==> src/rtl/phase_softmax_array_if.sv <==
// Bus bundle for the spiking soft-max stage: relevance/window control in,
// spikes and published window statistics out.
interface phase_softmax_array_if #(
  parameter int N_CH   = 6,
  parameter int IN_W   = 8,
  parameter int RATE_W = 8,
  parameter int IDX_W  = 3
);
  logic [N_CH*IN_W-1:0]   rel_flat;
  logic                   cycle_start;
  logic                   inhibit_en;
  logic [N_CH-1:0]        spike;
  logic [N_CH*RATE_W-1:0] rate_flat;
  logic [IDX_W-1:0]       winner;
  logic [IDX_W-1:0]       runner_up;
  logic [RATE_W-1:0]      margin;
  logic                   rate_valid;
  logic                   overrun;

  modport master (
    output rel_flat, cycle_start, inhibit_en,
    input  spike, rate_flat, winner, runner_up, margin, rate_valid, overrun
  );

  modport slave (
    input  rel_flat, cycle_start, inhibit_en,
    output spike, rate_flat, winner, runner_up, margin, rate_valid, overrun
  );
endinterface

==> src/rtl/phase_softmax_array.sv <==
// N-channel spiking soft-max / winner-take-all stage. Integrate-and-fire
// channels with optional lateral inhibition; spike counts per phase window are
// scanned sequentially to publish rates, winner, runner-up and margin.
module phase_softmax_array #(
  parameter int N_CH         = 6,
  parameter int IN_W         = 8,
  parameter int ACC_W        = 10,
  parameter int THRESHOLD    = 256,
  parameter int INHIBIT_GAIN = 4,
  parameter int RATE_W       = 8,
  parameter int IDX_W        = 3
) (
  input logic                  clk,
  input logic                  rst_n,
  phase_softmax_array_if.slave bus
);

  localparam int PC_W  = $clog2(N_CH + 1);
  localparam int SUM_W = ACC_W + 1;

  typedef enum logic [0:0] {ST_IDLE, ST_SCAN} state_t;

  state_t state_q, state_d;

  logic [ACC_W-1:0]  acc_q  [N_CH];
  logic [ACC_W-1:0]  acc_d  [N_CH];
  logic [SUM_W-1:0]  sum_c  [N_CH];
  logic [SUM_W-1:0]  diff_c [N_CH];
  logic [N_CH-1:0]   spike_q;
  logic [N_CH-1:0]   fire;
  logic [PC_W-1:0]   pop;
  logic [SUM_W-1:0]  inh;

  logic [RATE_W-1:0] cnt_q  [N_CH];
  logic [RATE_W-1:0] snap_q [N_CH];
  logic [RATE_W-1:0] rate_q [N_CH];

  logic [IDX_W-1:0]  idx_q;
  logic [IDX_W-1:0]  best_idx_q, sec_idx_q, nb_idx, ns_idx;
  logic [RATE_W-1:0] best_r_q, sec_r_q, nb_r, ns_r, cur_r;
  logic              best_v_q, sec_v_q, nb_v, ns_v;
  logic              last_idx;
  logic              publish;

  logic [IDX_W-1:0]  winner_q, runner_up_q;
  logic [RATE_W-1:0] margin_q;
  logic              rate_valid_q, overrun_q;

  // Inhibition strength from last clock's registered spikes
  always_comb begin
    pop = '0;
    for (int unsigned i = 0; i < N_CH; i++) begin
      pop = pop + PC_W'(spike_q[i]);
    end
    inh = bus.inhibit_en ? SUM_W'(INHIBIT_GAIN) * SUM_W'(pop) : '0;
  end

  // Integrate-and-fire per channel; firing channels skip inhibition
  always_comb begin
    fire = '0;
    for (int unsigned i = 0; i < N_CH; i++) begin
      sum_c[i] = {1'b0, acc_q[i]} + SUM_W'(bus.rel_flat[i*IN_W +: IN_W]);
      fire[i]  = (sum_c[i] >= SUM_W'(THRESHOLD));
      if (fire[i]) begin
        diff_c[i] = sum_c[i] - SUM_W'(THRESHOLD);
      end else if (sum_c[i] > inh) begin
        diff_c[i] = sum_c[i] - inh;
      end else begin
        diff_c[i] = '0;
      end
      acc_d[i] = diff_c[i][ACC_W-1:0];
    end
  end

  // Accumulator and spike registers
  always_ff @(posedge clk or negedge rst_n) begin
    if (!rst_n) begin
      spike_q <= '0;
      for (int unsigned i = 0; i < N_CH; i++) acc_q[i] <= '0;
    end else begin
      spike_q <= fire;
      for (int unsigned i = 0; i < N_CH; i++) acc_q[i] <= acc_d[i];
    end
  end

  // Saturating window counters; a spike on the boundary clock opens the new window
  always_ff @(posedge clk or negedge rst_n) begin
    if (!rst_n) begin
      for (int unsigned i = 0; i < N_CH; i++) begin
        cnt_q[i]  <= '0;
        snap_q[i] <= '0;
      end
    end else begin
      for (int unsigned i = 0; i < N_CH; i++) begin
        if (bus.cycle_start) begin
          snap_q[i] <= cnt_q[i];
          cnt_q[i]  <= spike_q[i] ? RATE_W'(1) : '0;
        end else if (spike_q[i] && (cnt_q[i] != '1)) begin
          cnt_q[i] <= cnt_q[i] + RATE_W'(1);
        end
      end
    end
  end

  assign last_idx = (idx_q == IDX_W'(N_CH - 1));

  // Scan FSM state register
  always_ff @(posedge clk or negedge rst_n) begin
    if (!rst_n) state_q <= ST_IDLE;
    else        state_q <= state_d;
  end

  // Next state; a boundary during SCAN restarts the scan instead of publishing
  always_comb begin
    state_d = state_q;
    publish = 1'b0;
    case (state_q)
      ST_IDLE: begin
        if (bus.cycle_start) state_d = ST_SCAN;
      end
      ST_SCAN: begin
        if (bus.cycle_start) begin
          state_d = ST_SCAN;
        end else if (last_idx) begin
          state_d = ST_IDLE;
          publish = 1'b1;
        end
      end
      default: state_d = ST_IDLE;
    endcase
  end

  // Best / second-best update for the channel under the scan pointer
  always_comb begin
    cur_r  = snap_q[idx_q];
    nb_idx = best_idx_q;
    nb_r   = best_r_q;
    nb_v   = best_v_q;
    ns_idx = sec_idx_q;
    ns_r   = sec_r_q;
    ns_v   = sec_v_q;
    if (!best_v_q || (cur_r > best_r_q)) begin
      ns_idx = best_idx_q;
      ns_r   = best_r_q;
      ns_v   = best_v_q;
      nb_idx = idx_q;
      nb_r   = cur_r;
      nb_v   = 1'b1;
    end else if (!sec_v_q || (cur_r > sec_r_q)) begin
      ns_idx = idx_q;
      ns_r   = cur_r;
      ns_v   = 1'b1;
    end
  end

  // Scan datapath and published outputs
  always_ff @(posedge clk or negedge rst_n) begin
    if (!rst_n) begin
      idx_q        <= '0;
      best_idx_q   <= '0;
      sec_idx_q    <= '0;
      best_r_q     <= '0;
      sec_r_q      <= '0;
      best_v_q     <= 1'b0;
      sec_v_q      <= 1'b0;
      winner_q     <= '0;
      runner_up_q  <= IDX_W'(1);
      margin_q     <= '0;
      rate_valid_q <= 1'b0;
      overrun_q    <= 1'b0;
      for (int unsigned i = 0; i < N_CH; i++) rate_q[i] <= '0;
    end else begin
      rate_valid_q <= publish;
      if (bus.cycle_start) begin
        idx_q    <= '0;
        best_v_q <= 1'b0;
        sec_v_q  <= 1'b0;
        if (state_q == ST_SCAN) overrun_q <= 1'b1;
      end else if (state_q == ST_SCAN) begin
        idx_q      <= idx_q + IDX_W'(1);
        best_idx_q <= nb_idx;
        best_r_q   <= nb_r;
        best_v_q   <= nb_v;
        sec_idx_q  <= ns_idx;
        sec_r_q    <= ns_r;
        sec_v_q    <= ns_v;
      end
      if (publish) begin
        winner_q    <= nb_idx;
        runner_up_q <= ns_idx;
        margin_q    <= nb_r - ns_r;
        rate_q      <= snap_q;
      end
    end
  end

  // Flatten published rates onto the bus
  always_comb begin
    bus.rate_flat = '0;
    for (int unsigned i = 0; i < N_CH; i++) begin
      bus.rate_flat[i*RATE_W +: RATE_W] = rate_q[i];
    end
  end

  assign bus.spike      = spike_q;
  assign bus.winner     = winner_q;
  assign bus.runner_up  = runner_up_q;
  assign bus.margin     = margin_q;
  assign bus.rate_valid = rate_valid_q;
  assign bus.overrun    = overrun_q;

endmodule

==> src/flat_wrapper.sv <==
// flat-port wrapper written by rule: the top's interface ports become plain ports
module phase_softmax_array_flat 
#(
  parameter int N_CH         = 6,
  parameter int IN_W         = 8,
  parameter int ACC_W        = 10,
  parameter int THRESHOLD    = 256,
  parameter int INHIBIT_GAIN = 4,
  parameter int RATE_W       = 8,
  parameter int IDX_W        = 3
)
  (clk, rst_n, bus_rel_flat, bus_cycle_start, bus_inhibit_en, bus_spike, bus_rate_flat, bus_winner, bus_runner_up, bus_margin, bus_rate_valid, bus_overrun);
  phase_softmax_array_if #(.N_CH(N_CH), .IN_W(IN_W), .RATE_W(RATE_W), .IDX_W(IDX_W)) bus_i ();
  input logic clk;
  input logic rst_n;
  input wire logic [$bits(bus_i.rel_flat)-1:0] bus_rel_flat;
  input wire logic [$bits(bus_i.cycle_start)-1:0] bus_cycle_start;
  input wire logic [$bits(bus_i.inhibit_en)-1:0] bus_inhibit_en;
  output wire logic [$bits(bus_i.spike)-1:0] bus_spike;
  output wire logic [$bits(bus_i.rate_flat)-1:0] bus_rate_flat;
  output wire logic [$bits(bus_i.winner)-1:0] bus_winner;
  output wire logic [$bits(bus_i.runner_up)-1:0] bus_runner_up;
  output wire logic [$bits(bus_i.margin)-1:0] bus_margin;
  output wire logic [$bits(bus_i.rate_valid)-1:0] bus_rate_valid;
  output wire logic [$bits(bus_i.overrun)-1:0] bus_overrun;
  assign bus_i.rel_flat = bus_rel_flat;
  assign bus_i.cycle_start = bus_cycle_start;
  assign bus_i.inhibit_en = bus_inhibit_en;
  assign bus_spike = bus_i.spike;
  assign bus_rate_flat = bus_i.rate_flat;
  assign bus_winner = bus_i.winner;
  assign bus_runner_up = bus_i.runner_up;
  assign bus_margin = bus_i.margin;
  assign bus_rate_valid = bus_i.rate_valid;
  assign bus_overrun = bus_i.overrun;
  phase_softmax_array #(.N_CH(N_CH), .IN_W(IN_W), .ACC_W(ACC_W), .THRESHOLD(THRESHOLD), .INHIBIT_GAIN(INHIBIT_GAIN), .RATE_W(RATE_W), .IDX_W(IDX_W)) u_core (.clk(clk), .rst_n(rst_n), .bus(bus_i));
endmodule
==> config.mk <==
export PLATFORM = sky130hd
export DESIGN_NAME = phase_softmax_array_flat
export DESIGN_NICKNAME = d
export VERILOG_FILES = /design/src/rtl/phase_softmax_array_if.sv /design/src/rtl/phase_softmax_array.sv /design/src/flat_wrapper.sv
export SDC_FILE = /design/constraint.sdc
export NUM_CORES = 1
export LEC_CHECK = 0
export ABC_CLOCK_PERIOD_IN_PS = 5600
export CAP_MARGIN = 20
export CORE_MARGIN = 8
export CORE_UTILIZATION = 45
export DETAILED_ROUTE_END_ITERATION = 16
export SETUP_SLACK_MARGIN = 0.02
export SLEW_MARGIN = 25
export SYNTH_ARGS = -nofsm -noshare
export SYNTH_HDL_FRONTEND = slang
export SYNTH_SLANG_ARGS = --single-unit
==> constraint.sdc <==
create_clock -name clk -period 5.6 [get_ports clk]
set_input_delay 1.12 -clock clk [delete_from_list [all_inputs] [get_ports clk]]
set_output_delay 1.12 -clock clk [all_outputs]
set_load 0.01 [all_outputs]
==> flow_metrics.env, run 1 <==
export IMPL_place_ws_ns=0.4306
export IMPL_relSlewSlack=0.3689
export IMPL_syn_instance_count=1625
export IMPL_dp_cells=2167
export IMPL_drt_initial_drc_count=612
export IMPL_worst_ep_required_time_ns=6.10
export IMPL_routed_wl_um=38010
export IMPL_grt_start_max_net_pins=107
export IMPL_synth_seq_cells=254
export IMPL_cp_slowest_stage_delay_ns=0.62
export IMPL_fin_ws_ns=0.6314
export IMPL_dp_final_hpwl_um=28600
export IMPL_placed_cell_area_um2=17250
export IMPL_fmax_mhz=201.3
export IMPL_cts_buffer_depth=3
export IMPL_slew_violations=0
export IMPL_p_per_area_nw_per_um2=601.1
export IMPL_die_w_um=202.0
export IMPL_tightest_slew_ns=0.9448
export IMPL_path_buf_inv=2
export IMPL_final_cells=2221
export IMPL_rows=68
export IMPL_core_area_um2=34290
export IMPL_cap_violations=0
export IMPL_insertion_delay_ns=0.56
export IMPL_synth_edf_count=0
export IMPL_crit_path_end_kind="register"
export IMPL_p_leak_nw=8.211
export IMPL_fin_area_um2=18360
export IMPL_status="finished, final reports clean"
export IMPL_postRouteAntennaNets=0
export IMPL_grt_ovfl_total=0
export IMPL_synth_area_leaders="dfrtp_1 (41%), ha_1 (8.8%), nand2_1 (6.2%)"
export IMPL_crit_fanout=14
export IMPL_power_total_mw=11.03
export IMPL_cts_tree="done"
export IMPL_gp_congestion=0.8562
export IMPL_die_area_um2=40790
export IMPL_remaining_drc_errors=0
export IMPL_setup_tns_ns=0
export IMPL_grt_pass1_vias=12285
export IMPL_worst_setup_hold_path_clk_slew_ns=0.06
export IMPL_yosys_top_cells_count="nand2_1 (259), dfrtp_1 (253), ha_1 (110)"
export IMPL_cts_max_level=1
export IMPL_vias=12235
export IMPL_startpoint_type="register"
export IMPL_cts_sinks=254
export IMPL_synth_ff_type="dfrtp_1"
export IMPL_post_synth_top_area_cell="dfrtp_1"
export IMPL_ctsHoldBuffers=0
export IMPL_cts_buffers=29
export IMPL_ys_warn_count=0
export IMPL_synth_most_common_cell="nand2_1"
export IMPL_syn_nets=1803
export IMPL_track_usage=0.1839
export IMPL_post_route_min_period_ns=4.969
export IMPL_post_route_period_util=0.8873
export IMPL_buffer_ports_inserted=121
export IMPL_antenna_found_initial=1
export IMPL_min_path_type="register to register"
export IMPL_initial_utilization=0.4538
export IMPL_yosysTopAreaCellShare=0.4069
export IMPL_root_buffer="clkbuf_16"
export IMPL_ys_types=106
export IMPL_worst_path_max_delay_cell="dfrtp_2"
export IMPL_routedWlPerCell_um=17.11
export IMPL_path_class="register to register"
export IMPL_fin_worst_skew_ns=0.009081
export IMPL_grt_setup_unrepaired="false"
export IMPL_viasPerCell=5.509
export IMPL_dieHeight_um=202.0
export IMPL_grt_pass1_wl_um=63180
export IMPL_cp_arrival_ns=5.47
export IMPL_syn_cell_area_um2=15560
export IMPL_num_nets_final=1921
export IMPL_synthArstFlopShare=1.000
export IMPL_ir_drop_v=0.0003112
export IMPL_seq_area_frac_synth=0.4085
export IMPL_crit_family="compound AO/OA/AOI/OAI gates"
export IMPL_postSynthAreaPerCell_um2=9.576
export IMPL_drive_gt1_frac=0.1076
export IMPL_io_pins=122
export IMPL_path_cells="mux4_2, inv_1, o22ai_1, ha_1, a211oi_1, o21ai_0, o21ai_0, a21oi_1, buf_4, mux2_2, a21oi_1, ha_1, nor2b_1, o21ai_0, a21oi_1, o41ai_1, xnor2_1, or4_1, nand3_1"
export IMPL_syn_to_final_growth_pct=17.96
export IMPL_setup_violations=0
export IMPL_finalHoldViolations=0
export IMPL_first_pass_iters=5
report_power, final:
group / total (mW) / switching, mW / leakage [nW] / internal [mW]
Sequential: 2.80 / 0.431 / 3.30 / 2.37
Clock: 2.16 / 0.799 / 0.531 / 1.36
Combinational: 6.08 / 3.48 / 4.38 / 2.59
Total: 11.0 / 4.71 / 8.21 / 6.32
worst paths after layout:
path	startpoint	end	slack, ns	depth (start not counted)
max	u_core.idx_q[0]$_DFFE_PN0P_	u_core.bus.margin[7]$_DFFE_PN0P_	0.63	19
min	u_core.bus.overrun$_DFFE_PN0P_	u_core.bus.overrun$_DFFE_PN0P_	0.46	1
max reg2reg	u_core.idx_q[0]$_DFFE_PN0P_	u_core.bus.margin[7]$_DFFE_PN0P_	0.63	19
min reg2reg	u_core.bus.overrun$_DFFE_PN0P_	u_core.bus.overrun$_DFFE_PN0P_	0.46	1
max in group asynchronous	rst_n	u_core.acc_q[27]$_DFF_PN0_	3.85	2
min in group asynchronous	rst_n	u_core.bus.rate_flat[11]$_DFFE_PN0P_	0.57	1
through the flow:
step	utilization	hold slack [ns]
finish	0.5354	0.4615
global placement	0.5031	0.4498
global route	0.5354	0.4957
CTS	0.5353	0.4620
floorplan	-	0.4444
detailed placement	0.5031	0.4454
kinds of logic after synthesis:
kind of cell / after synthesis / synth area share
buf+inv: 132 / 0.03313
compound gates: 344 / 0.1502
flops: 254 / 0.4085
xor+xnor: 68 / 0.03948
fa+ha+maj: 126 / 0.1090
simple gates: 607 / 0.1872
mux: 94 / 0.07245
registers in the layout, indices dropped and copies added, names as in the netlist:
signal                 cells
u_core.bus.rate_flat      48
u_core.cnt_q              48
u_core.state_q             1
u_core.bus.overrun         1
u_core.bus.spike           6
u_core.bus.margin          8
u_core.sec_v_q             1
u_core.bus.rate_valid      1
u_core.bus.winner          3
u_core.sec_idx_q           3
u_core.acc_q              60
u_core.sec_r_q             8
u_core.snap_q             48
u_core.bus.runner_up       3
u_core.idx_q               3
u_core.best_idx_q          3
u_core.best_r_q            8
u_core.best_v_q            1
cell usage in the layout (no fill, tap or decap), types with 17 or more instances in the layout:
master	count
nor2_1	106
clkbuf_16	29
or3_1	20
nand2b_1	22
a21oi_1	83
mux2i_1	17
mux2_2	69
xnor2_1	22
nand4_1	31
nor2b_1	28
nor3_1	19
clkdlybuf4s50_1	119
nand2_1	259
nand3_1	33
ha_1	110
xor2_1	45
dfrtp_1	252
o21a_1	18
inv_1	83
o21ai_0	94
layer usage:
metal	up-vias	GRT usage	routed length, um	share of wire
li1	6023	-	-	-
met1	5909	0.2412	17010	0.45
met2	225	0.3036	18070	0.48
met3	78	0.02690	1397	0.037
met4	0	0.07122	1525	0.040
met5	-	0	0	0
cell type report:
cell class / count / area, um^2
diodes: 1 / 2.502
fillers: 3105 / 15930
flip-flops and latches: 254 / 6359
multi-input cells: 1239 / 8688
clock inverters: 21 / 336.6
clock buffers: 32 / 767.0
repair buffers: 131 / 1301
inverters: 88 / 332.8
well taps: 455 / 569.3
repair_timing:
item,4_1_cts,5_1_grt
setup buffers,0,0
resized for setup,0,1
endpoints found under the setup margin,0,1
Power figures use the tool's default switching activity.
==> inputs of run 2 (changes only) <==
- PLACE_DENSITY: not set -> 0.76
==> run 2 against run 1 <==
Effect of this change:
- final cell count about the same
- setup slack worse by 0.050 ns
- non-clock buffer count up 2
- die area unchanged
- clock power down 14%
==> flow_metrics.env, run 2 (synthesized netlist as in run 1, its figures left out) <==
export IMPL_num_nets_final=1922
export IMPL_fin_worst_skew_ns=0.03173
export IMPL_cts_sinks=254
export IMPL_ctsHoldBuffers=0
export IMPL_p_leak_nw=8.170
export IMPL_path_class="register to register"
export IMPL_drive_gt1_frac=0.1048
export IMPL_status="finished, final reports clean"
export IMPL_worst_path_max_delay_cell="dfrtp_1"
export IMPL_antenna_found_initial=1
export IMPL_gp_congestion=0.9169
export IMPL_clockPowerShare=0.172
export IMPL_fin_hold_ws_ns=0.4587
export IMPL_routedWlPerCell_um=17.38
export IMPL_min_path_type="input port to async pin"
export IMPL_cts_max_level=1
export IMPL_grt_pass1_vias=12741
export IMPL_tightest_slew_ns=0.9393
export IMPL_track_usage=0.1860
export IMPL_worst_setup_hold_path_clk_slew_ns=0.07
export IMPL_cts_buffer_depth=3
export IMPL_slew_violations=0
export IMPL_p_per_area_nw_per_um2=592.8
export IMPL_p_sw_frac=0.4375
export IMPL_post_route_period_util=0.8962
export IMPL_syn_to_final_growth_pct=17.13
export IMPL_core_area_um2=34290
export IMPL_multiInputGateArea_um2=8688
export IMPL_io_pins=122
export IMPL_cp_arrival_ns=5.52
export IMPL_path_cells="buf_4, mux2i_1, o22ai_1, ha_1, and4_1, nand4_1, o21ai_0, a21oi_1, buf_4, mux2_2, a21oi_1, ha_1, nor2b_1, o21ai_0, a21oi_1, o41ai_1, xnor2_1, or4_1, nand3_1"
export IMPL_setup_tns_ns=0
export IMPL_path_buf_inv=2
export IMPL_mostFrequentLayoutCell="nand2_1"
export IMPL_rows=68
export IMPL_setup_violations=0
export IMPL_die_w_um=202.0
export IMPL_p_seq_frac=0.259
export IMPL_viasPerCell=5.632
export IMPL_cts_tree="done"
export IMPL_worst_ep_required_time_ns=6.10
export IMPL_crit_fanout=14
export IMPL_initial_utilization=0.4538
export IMPL_first_pass_iters=5
export IMPL_antenna_cells=0
export IMPL_post_cts_setup_buffers=0
export IMPL_grt_pass1_wl_um=64130
export IMPL_fmax_mhz=199.2
export IMPL_post_route_min_period_ns=5.019
export IMPL_grt_setup_unrepaired="false"
export IMPL_root_buffer="clkbuf_16"
export IMPL_top_register="u_core.acc_q"
export IMPL_startpoint_type="register"
export IMPL_dieHeight_um=202.0
export IMPL_final_cell_mix="nand2_1 (259), dfrtp_1 (253), clkdlybuf4s50_1 (119), ha_1 (110), nor2_1 (106)"
export IMPL_postRouteAntennaNets=0
export IMPL_die_area_um2=40790
export IMPL_insertion_delay_ns=0.57
export IMPL_cts_buffers=28
export IMPL_drt_initial_drc_count=752
export IMPL_p_int_mw=6.078
export IMPL_post_route_util=0.5316
export IMPL_critPathMostFrequentCell="a21oi_1"
export IMPL_crit_path_end_kind="register"
export IMPL_largest_reg_flops=60
export IMPL_ir_drop_v=0.0005720
export IMPL_remaining_drc_errors=0
export IMPL_finalHoldViolations=0
export IMPL_buffer_ports_inserted=121
export IMPL_cap_violations=0
export IMPL_grt_ovfl_total=0
export IMPL_nFillCells=3026
export IMPL_grt_start_max_net_pins=131
export IMPL_vias=12504
export IMPL_cp_slowest_stage_delay_ns=0.64
export IMPL_p_switching_mw=4.728
export IMPL_layout_area_seq_um2=6357
export IMPL_dp_final_hpwl_um=28900
export IMPL_relSlewSlack=0.3725
export IMPL_cts_resized=0
export IMPL_crit_family="compound AO/OA/AOI/OAI gates"
export IMPL_comb_power_share=0.569
export IMPL_routed_wl_um=38590
run 2: power groups by stage:
| stage | logic, mW | registers, mW | clock network, mW |
|---|---|---|---|
| 2_1_floorplan | 4.56 | 2.69 | 0 |
| 3_3_place_gp | 5.85 | 2.80 | 0 |
| 3_5_place_dp | 6.06 | 2.83 | 0 |
| 4_1_cts | 6.12 | 2.80 | 1.91 |
| 5_1_grt | 6.89 | 2.86 | 1.99 |
| 6_report | 6.15 | 2.80 | 1.86 |
run 2: through the flow:
| step | cell area (um^2) | std cells | setup slack [ns] | power (mW) |
|---|---|---|---|---|
| 3_5_place_dp | 17240 | 2168 | 0.6347 | 8.885 |
| 6_report | 18230 | 2220 | 0.5810 | 10.81 |
| 3_3_place_gp | 17240 | 2168 | 0.7708 | 8.659 |
| 2_1_floorplan | 15560 | 1625 | 0.9303 | 7.246 |
| 5_1_grt | 18230 | 2220 | 0.1153 | 11.74 |
| 4_1_cts | 18200 | 2219 | 0.6013 | 10.83 |
run 2: metal layers:
layer  wire (um)  vias to the layer above  GRT usage  part of all wire
met4         881                        2    0.04305             0.023
met1       16670                     6096     0.2323              0.43
met5          14                        -          0           0.00036
li1            -                     6026          -                 -
met3        1752                       65    0.02754             0.045
met2       19280                      315     0.3343              0.50
run 2: final cells by class:
type	count	share of cell area
sequential	254	0.3488
clock inverter	9	0.005629
inverter	88	0.01826
tap	455	0.03123
clock buffer	42	0.04681
multi-input combinational	1239	0.4767
timing repair buffer	133	0.07262
run 2: final timing paths:
path | start | end | slack, ns | cells after the start
min in group clk | u_core.bus.overrun$_DFFE_PN0P_ | u_core.bus.overrun$_DFFE_PN0P_ | 0.46 | 1
setup / recovery | u_core.idx_q[0]$_DFFE_PN0P_ | u_core.bus.margin[7]$_DFFE_PN0P_ | 0.58 | 19
max in group asynchronous | rst_n | u_core.bus.runner_up[0]$_DFFE_PN1P_ | 3.83 | 3
setup reg to reg | u_core.idx_q[0]$_DFFE_PN0P_ | u_core.bus.margin[7]$_DFFE_PN0P_ | 0.58 | 19
hold reg to reg | u_core.bus.overrun$_DFFE_PN0P_ | u_core.bus.overrun$_DFFE_PN0P_ | 0.46 | 1
hold / removal | rst_n | u_core.snap_q[36]$_DFFE_PN0P_ | 0.46 | 1
run 2: worst register-to-register path, delay by kind of cell, from the launching register on:
kind                       cells  cell delay (ns)
and+or+nand+nor                5             0.92
muxes                          2             0.47
xor gates and xnor gates       1             0.12
AOI/OAI and AO/OA              7             1.65
buffers and inverters          2             0.52
adders and majority gates      2             0.63
DFF                            1             0.64
==> RTL edit: new RTL, config.mk and constraints of run 1 <==
`IDX_W` is set to 3 in 3 places; all go to 4.
--- a/src/rtl/phase_softmax_array_if.sv
+++ b/src/rtl/phase_softmax_array_if.sv
@@ -4,7 +4,7 @@
   parameter int N_CH   = 6,
   parameter int IN_W   = 8,
   parameter int RATE_W = 8,
-  parameter int IDX_W  = 3
+  parameter int IDX_W  = 4
 );
   logic [N_CH*IN_W-1:0]   rel_flat;
   logic                   cycle_start;
--- a/src/rtl/phase_softmax_array.sv
+++ b/src/rtl/phase_softmax_array.sv
@@ -8,7 +8,7 @@
   parameter int THRESHOLD    = 256,
   parameter int INHIBIT_GAIN = 4,
   parameter int RATE_W       = 8,
-  parameter int IDX_W        = 3
+  parameter int IDX_W        = 4
 ) (
   input logic                  clk,
   input logic                  rst_n,
--- a/src/flat_wrapper.sv
+++ b/src/flat_wrapper.sv
@@ -7,7 +7,7 @@
   parameter int THRESHOLD    = 256,
   parameter int INHIBIT_GAIN = 4,
   parameter int RATE_W       = 8,
-  parameter int IDX_W        = 3
+  parameter int IDX_W        = 4
 )
   (clk, rst_n, bus_rel_flat, bus_cycle_start, bus_inhibit_en, bus_spike, bus_rate_flat, bus_winner, bus_runner_up, bus_margin, bus_rate_valid, bus_overrun);
   phase_softmax_array_if #(.N_CH(N_CH), .IN_W(IN_W), .RATE_W(RATE_W), .IDX_W(IDX_W)) bus_i ();
Interface: changed (resized bus_runner_up and bus_winner); port bits go from 122 to 124. The function was not compared with the original's and may differ.
==> RTL edit against run 1 <==
Power shrank 1.4%; sequential cell count increased by 5; area after synthesis shrank 2.7%; maximum frequency shrank 4.5%; largest power group unchanged; design area down 2.3%; worst hold slack improved by 8.1 ps; highest routed layer unchanged; routed wire length fell by 2.6%; clock power is 6% lower; first-iteration DRC count increased by 5.1%; setup slack got worse by 240 ps.
==> RTL edit: results (changes against run 1) <==
metric	value	unit	change
outcome	completed		unchanged
hold endpoint	u_core.bus.runner_up[0]		was u_core.bus.overrun
vias in the first global route	11600		was 12300
worst slack at placement	483	ps	was 431 ps
largest net degree at the start of global routing	115		was 107
M1 GR Usage	26.2	%	was 24.1%
WP data arrival	5650	ps	was 5470 ps
hold path depth	2		was 1
Synth Area in Compound Gates	13.3	%	was 15.0%
wirelength, routed	37.0	mm	was 38.0 mm
Largest Register	u_core.acc_q		unchanged
met3 Track Usage GR	2.78	%	was 2.69%
Final nets	1883		was 1921
GR met2 Demand/Resource	30.4	%	about the same
Final setup viols	0		unchanged
Post-Place Cells	2124		was 2167
Min Hold Slack	470	ps	was 462 ps
filler instances	3039		was 3105
largest family of logic cells by synthesized area	simple AND/OR/NAND/NOR gates		unchanged
sequential cell area fraction in the yosys report	42.8	%	was 40.9%
final setup skew	16.2	ps	was 9.08 ps
Detailed Routing Iterations Pass 1	4		was 5
CTS Buffer Depth	3		unchanged
adder-cell share of the synthesized area	11.0	%	was 10.9%
worst r2r src	u_core.idx_q[0]		unchanged
routability congestion estimate	0.885		was 0.856
CP top delay family	compound AO/OA/AOI/OAI gates		unchanged
I/O Buffers	123		was 121
GRT Total Usage	18.8	%	was 18.4%
Hold Startpoint	u_core.bus.runner_up[0]		was u_core.bus.overrun
Post-synth top cells	276 x nand2_1, 258 x dfrtp_1, 116 x nor2_1		was 259 x nand2_1, 253 x dfrtp_1, 110 x ha_1
P_leak	8.22	nW	was 8.21 nW
DP HPWL	27.5	mm	was 28.6 mm
initial antenna violation count	0		was 1
Resize count post-CTS	0		unchanged
DR WL/cell	17.0	um	was 17.1 um
cell at the slowest stage of the critical path	mux4_2		was dfrtp_2
Warnings, synthesis	0		unchanged
placed cell areas	16900	sq um	was 17200 sq um
Cells after Synth	1584		was 1625
DR vias/cell	5.35		was 5.51
H-tree Lvls	1		unchanged
flip-flop count of the largest register after layout	60		unchanged
Root Buffer Master	clkbuf_16		unchanged
Antenna diodes	0		was 1
Reg2Reg Depth	20		was 19
dominant synthesized flop cell	dfrtp_1		unchanged
drt initial violations	643		was 612
layout cell share with drive strength beyond 1	9.14	%	was 10.8%
first-pass GRT wire length	60.9	mm	was 63.2 mm
VDD IR-drop max	0.301	mV	was 0.311 mV
Crit Reg-Reg Endpoint	u_core.bus.margin[6]		was u_core.bus.margin[7]
Synth area leaders	dfrtp_1 43%, ha_1 8.9%, nand2_1 6.8%, mux2_2 4.1%, nor2_1 2.9%		was dfrtp_1 41%, ha_1 8.8%, nand2_1 6.2%, mux2_2 5.0%, o21ai_0 3.0%
Netlist cell types	80		was 106
CP max stage delay	560	ps	was 620 ps
syn_nets	1760		was 1803
Worst Path Max Fanout	18		was 14
xor and xnor area share after synthesis	4.51	%	was 3.95%
Worst-Margin Slew	986	ps	was 945 ps
post-synthesis mux area share	6.93	%	was 7.24%
[RTL edit: power by group]
group	total [mW]	switching (mW)	leakage, nW	internal [mW]
Sequential	2.84	0.431	3.38	2.40
Combinational	6.00	3.41	4.33	2.59
Clock	2.04	0.788	0.508	1.25
[RTL edit: worst reg2reg max path, delay by kind of cell, from the launching register on]
kind / cells / cell delay, ps
compound gates: 7 / 1840
fa+ha+maj: 3 / 950
buf+inv: 3 / 510
flops: 1 / 350
mux: 3 / 920
simple gates: 4 / 540
[RTL edit: how the worst max path moves through the flow]
stage	startpoint	end	slack, ps	cells after the start
after global routing	u_core.idx_q[1]	u_core.bus.margin[6]	60	20
final	u_core.idx_q[0]	u_core.bus.margin[6]	400	20
after CTS	u_core.idx_q[0]	u_core.bus.margin[6]	500	20
after detailed placement	bus_rel_flat[40]	u_core.acc_q[6]	480	19
after floorplan	u_core.idx_q[0]	u_core.bus.margin[6]	550	22
after global placement	bus_rel_flat[40]	u_core.acc_q[6]	630	19
[RTL edit: area by class of cell]
| type | instances | area (sq um) | share of cell area [%] |
|---|---|---|---|
| tap | 448 | 561 | 3.13 |
| clock buffer | 41 | 861 | 4.80 |
| inverter | 88 | 330 | 1.84 |
| clock inverter | 12 | 183 | 1.02 |
| timing repair buffer | 138 | 1360 | 7.58 |
| multi-input combinational | 1191 | 8150 | 45.5 |
| sequential | 259 | 6480 | 36.2 |
[RTL edit: layer usage]
metal | routed length [um] | part of all wire, % | up-vias
met3 | 1680 | 4.5 | 51
met2 | 16700 | 45 | 219
met1 | 17800 | 48 | 5600
li1 | - | - | 5777
met4 | 816 | 2.2 | 0
met5 | 0 | 0 | -
